**src/rtl/mux4_rr_arbiter.sv**
```systemverilog
// Purpose: round-robin arbiter and sequencer for a 4-to-1 mux, with registered select/data/grant.
// Latency: 1 edge from req to gnt/valid/o; 1 edge from req[s] falling to release.
// Backpressure: none downstream; tenure capped at MAX_HOLD cycles, hand-over without bubble.
//
// Ports:
//   clk, rst_n      clock (rising edge), asynchronous active-low reset
//   req[3:0]        per-requester request, req[i] pairs with Ii
//   I0..I3 [W-1:0]  requester data
//   gnt[3:0]        registered one-hot grant, zero when idle
//   s[1:0]          registered mux select (current or last grant)
//   o[W-1:0]        registered selected data
//   valid           o carries data from a granted requester
module mux4_rr_arbiter #(
  parameter int W        = 1,
  parameter int MAX_HOLD = 8
) (
  input  logic         clk,
  input  logic         rst_n,
  input  logic [3:0]   req,
  input  logic [W-1:0] I0,
  input  logic [W-1:0] I1,
  input  logic [W-1:0] I2,
  input  logic [W-1:0] I3,
  output logic [3:0]   gnt,
  output logic [1:0]   s,
  output logic [W-1:0] o,
  output logic         valid
);

  localparam int            CW      = $clog2(MAX_HOLD + 1);
  localparam logic [CW-1:0] CNT_MAX = CW'(MAX_HOLD);
  localparam logic [CW-1:0] CNT_ONE = CW'(1);

  typedef enum logic {
    ST_IDLE  = 1'b0,
    ST_GRANT = 1'b1
  } state_t;

  state_t        state_q, state_d;
  logic [1:0]    ptr_q,   ptr_d;
  logic [CW-1:0] cnt_q,   cnt_d;
  logic [3:0]    gnt_q,   gnt_d;
  logic [1:0]    s_q,     s_d;
  logic [W-1:0]  o_q,     o_d;
  logic          valid_q, valid_d;

  logic [W-1:0]  din [4];

  assign din[0] = I0;
  assign din[1] = I1;
  assign din[2] = I2;
  assign din[3] = I3;

  // Release happens when the owner drops its request or has used its full tenure.
  logic       release_c;
  logic [1:0] base_c;

  always_comb begin
    release_c = !req[s_q] || (cnt_q == CNT_MAX);
    // While granted, the search is only consumed on release, where the
    // pointer has just moved past the owner; so search from s+1 directly.
    base_c    = (state_q == ST_GRANT) ? (s_q + 2'd1) : ptr_q;
  end

  // Winner search: scan base, base+1, base+2, base+3 (mod 4). The loop runs
  // from the farthest offset down so the nearest requester is written last.
  logic       win_vld;
  logic [1:0] win_idx;
  logic [1:0] probe;

  always_comb begin
    win_vld = 1'b0;
    win_idx = 2'd0;
    probe   = 2'd0;
    for (int k = 3; k >= 0; k--) begin
      probe = base_c + 2'(k);
      if (req[probe]) begin
        win_vld = 1'b1;
        win_idx = probe;
      end
    end
  end

  // Next-state and output logic
  always_comb begin
    state_d = state_q;
    ptr_d   = ptr_q;
    cnt_d   = cnt_q;
    gnt_d   = gnt_q;
    s_d     = s_q;
    o_d     = o_q;
    valid_d = valid_q;

    case (state_q)
      ST_IDLE: begin
        if (win_vld) begin
          state_d = ST_GRANT;
          gnt_d   = 4'b0001 << win_idx;
          s_d     = win_idx;
          cnt_d   = CNT_ONE;
          o_d     = din[win_idx];
          valid_d = 1'b1;
        end
      end

      ST_GRANT: begin
        if (!release_c) begin
          cnt_d = cnt_q + CNT_ONE;
          o_d   = din[s_q];
        end else begin
          ptr_d = s_q + 2'd1;
          if (win_vld) begin
            // Hand over (possibly back to the same sole requester) with no bubble.
            gnt_d = 4'b0001 << win_idx;
            s_d   = win_idx;
            cnt_d = CNT_ONE;
            o_d   = din[win_idx];
          end else begin
            // s and o keep their last values; only grant and valid drop.
            state_d = ST_IDLE;
            gnt_d   = 4'b0000;
            valid_d = 1'b0;
            cnt_d   = '0;
          end
        end
      end

      default: begin
        state_d = ST_IDLE;
      end
    endcase
  end

  always_ff @(posedge clk or negedge rst_n) begin
    if (!rst_n) begin
      state_q <= ST_IDLE;
      ptr_q   <= 2'd0;
      cnt_q   <= '0;
      gnt_q   <= 4'b0000;
      s_q     <= 2'd0;
      o_q     <= '0;
      valid_q <= 1'b0;
    end else begin
      state_q <= state_d;
      ptr_q   <= ptr_d;
      cnt_q   <= cnt_d;
      gnt_q   <= gnt_d;
      s_q     <= s_d;
      o_q     <= o_d;
      valid_q <= valid_d;
    end
  end

  assign gnt   = gnt_q;
  assign s     = s_q;
  assign o     = o_q;
  assign valid = valid_q;

endmodule

```
**config.mk**
```make
export PLATFORM = sky130hd
export DESIGN_NAME = mux4_rr_arbiter
export DESIGN_NICKNAME = d
export VERILOG_FILES = /design/src/rtl/mux4_rr_arbiter.sv
export SDC_FILE = /design/constraint.sdc
export NUM_CORES = 1
export LEC_CHECK = 0
export CORE_MARGIN = 8
export CORE_UTILIZATION = 35
export CTS_CLUSTER_SIZE = 24
export DETAILED_ROUTE_END_ITERATION = 10
export PLACE_DENSITY = 0.63
export SLEW_MARGIN = 20
export SYNTH_ARGS = -nofsm -noshare
export SYNTH_HDL_FRONTEND = slang
export SYNTH_SLANG_ARGS = --single-unit
```
**constraint.sdc**
```tcl
create_clock -name clk -period 2.53 [get_ports clk]
set_input_delay 0.506 -clock clk [delete_from_list [all_inputs] [get_ports clk]]
set_output_delay 0.506 -clock clk [all_outputs]
set_load 0.03 [all_outputs]
```
==> flow_metrics.py <==
metrics = {
    "status": {
        "outcome": "finished clean",
    },
    "timing": {
        "max_freq_mhz": 473,
        "setup_violations": 0,
        "hold_ws_ps": 507,
        "relSlewSlack": 0.560,
        "post-route-period-util": 0.835,
        "rsz0062_at_grt": "no",
        "setup-tns-final_ps": 0,
        "drv_slew": 0,
        "tightest_slew_ps": 658,
        "finalHoldViolations": 0,
        "finalClockSkew_ps": 8.34,
        "period_needed_ps": 2110,
    },
    "final_layout": {
        "instances_no_fill": 150,
        "layout-drive-gt1-share": 0.150,
        "antenna_cells": 0,
        "layout_commonest_cell": "clkdlybuf4s50_1",
        "syn_to_final_growth_pct": 25.0,
        "layout_common_cells": "clkdlybuf4s50_1 (17), dfrtp_1 (15), nor2_1 (10)",
        "nNetsFinal": 133,
    },
    "global_routing": {
        "grt_first_pass_wirelength_mm": 3.98,
        "grt_use_total": 0.116,
        "grt_pass1_vias": 817,
        "grt_max_degree": 16,
        "antenna_found_initial": 0,
        "grt.overflow.total": 0,
    },
    "clock_tree": {
        "clk_latency_ps": 300,
        "cts_buffer_depth": 2,
        "cts_tree": "done",
        "holdBufCountCts": 0,
        "numCtsBuffers": 3,
        "clkSinkCount": 15,
        "clk_pin_slew_worst_paths_ps": 90,
        "cts_setup_buffers": 0,
        "h-tree-depth": 1,
        "cts_resized": 0,
        "cts-root-buf": "clkbuf_4",
    },
    "yosys": {
        "synth_area_sq_um": 936,
        "synth_enable_flop_cells": 0,
        "async_reset_ff_frac": 1.00,
        "synth_nets": 112,
        "syn_area_per_cell_sq_um": 9.36,
        "muxShareOfSynthArea": 0.0735,
        "synth_cell_types": 38,
        "ys_warn_count": 0,
        "ys_seq_area_frac": 0.401,
        "synth_top_family_by_area": "compound AO/OA/AOI/OAI gates",
        "yosys_register_bits": 15,
        "yosys.area_share.simple": 0.210,
        "ys.flop_type": "dfrtp_1",
        "synth-compound-area-share": 0.217,
        "yosys.area_share.xor_xnor": 0.0187,
        "postSynthCellCount": 100,
        "synthAdderAreaFrac": 0.0267,
    },
    "die": {
        "die_w_um": 67.7,
        "die_h_um": 67.7,
        "initial_core_util": 0.374,
        "io_pins": 18,
        "rows": 18,
        "core_sq_um": 2500,
        "die-area_sq_um": 4580,
    },
    "run": {
        "drv_cap": 0,
    },
    "worst_setup_path": {
        "worst_ep_required_time_ps": 2020,
        "cp-start-kind": "flip-flop",
        "crit_fanout": 10,
        "crit_path_max_incr_delay_ps": 750,
        "cp_top_family": "buffers and inverters",
        "cp.arrival_ps": 1610,
        "critical_path.startpoint": "s[1]",
        "reg2reg_depth": 5,
        "timing.rr.end": "o",
        "critPathKind": "flip-flop to primary output",
        "crit_path_cell_trace": "clkdlybuf4s50_1",
        "r2r_setup_slack_ps": 510,
        "rr_startpoint": "s[0]",
        "crit_end": "s[1]",
        "crit_slowest_cell": "clkdlybuf4s50_1",
        "endpoint_kind": "primary output",
        "crit_buf_inv": 1,
        "cp_num_cells": 1,
    },
    "detailed_routing": {
        "drtAntennaViolNets": 0,
        "drt_wl_total_mm": 2.26,
        "wire_per_inst_um": 15.1,
        "drt_iter0_drc": 10,
        "drtPass1Iterations": 4,
        "viasPerCell": 5.33,
        "num_vias": 800,
        "route.detailed.drc": 0,
    },
    "power_and_ir_drop": {
        "p_leak_nw": 0.504,
        "powerDensity_nw_per_um2": 1090,
        "vdd_drop_max_mv": 0.750,
    },
    "min_path": {
        "hp-class": "flip-flop to flip-flop",
        "worstHoldStart": "gnt[0]",
    },
    "placement": {
        "globalplace.congestion": 0.827,
        "hpwl_mm": 1.75,
        "place_inst": 146,
        "portBuffers": 17,
    },
}
==> cells by family (layout without fill, tap and decap cells) <==
kind of cell,Yosys count,after routing
simple gates,36,36
xor+xnor,2,2
flops,15,15
fa+ha+maj,2,2
compound gates,30,30
buf+inv,11,31
mux,4,4
==> flip-flops by register name, indices dropped and copies added (netlist names) <==
name     count
s            2
state_q      1
o            1
valid        1
gnt          4
ptr_q        2
cnt_q        4
==> metal layers <==
metal | global-route usage | vias up | wire length, um
met3 | 0.0447 | 5 | 112
li1 | - | 399 | -
met2 | 0.183 | 16 | 1090
met4 | 0.0470 | 0 | 34
met1 | 0.138 | 380 | 1030
met5 | 0 | - | 0
==> worst min-delay path by stage <==
stage,to,depth (start not counted)
floorplan,cnt_q[0],0
CTS,gnt[0],2
global placement,gnt[0],2
finish,gnt[0],2
detailed placement,gnt[0],2
global route,gnt[3],1
==> layout make-up <==
type                            count  area [sq um]
Clock buffer                        3          22.5
Clock inverter                      1          5.00
Fill cell                         244          1330
Inverter                            7          26.3
Multi-Input combinational cell     74           510
Sequential cell                    15           375
Tap cell                           30          37.5
Timing Repair Buffer               20           193
==> synth_stat cells, types with 2 or more instances <==
| library cell | number | area [sq um] |
|---|---|---|
| nor2_1 | 10 | 37.5 |
| a22o_1 | 3 | 26.3 |
| a21oi_1 | 6 | 30.0 |
| mux2i_1 | 2 | 20.0 |
| nand2b_1 | 2 | 12.5 |
| nor2b_1 | 2 | 12.5 |
| o21ai_0 | 9 | 45.0 |
| dfrtp_1 | 15 | 375 |
| ha_1 | 2 | 25.0 |
| o211ai_1 | 4 | 30.0 |
| clkbuf_1 | 2 | 7.51 |
| nand3b_1 | 2 | 15.0 |
| nand2_1 | 8 | 30.0 |
| inv_1 | 7 | 26.3 |
| a211oi_1 | 2 | 15.0 |
| or2_2 | 2 | 12.5 |
==> power by group <==
part | internal [W] | switching [W]
sequential | 0.000335 | 0.000119
clock | 0.0000589 | 0.0000826
combinational | 0.000317 | 0.000362
total | 0.000712 | 0.000564
==> per-stage QoR <==
step	utilization	total power, W	setup WS [ps]	cell area, sq um
floorplan	-	0.000922	539	936
global placement	0.457	0.00113	157	1140
detailed placement	0.457	0.00114	124	1140
CTS	0.468	0.00129	398	1170
global route	0.468	0.00139	254	1170
finish	0.468	0.00128	418	1170
No activity file was read; power rests on OpenSTA's default activity.
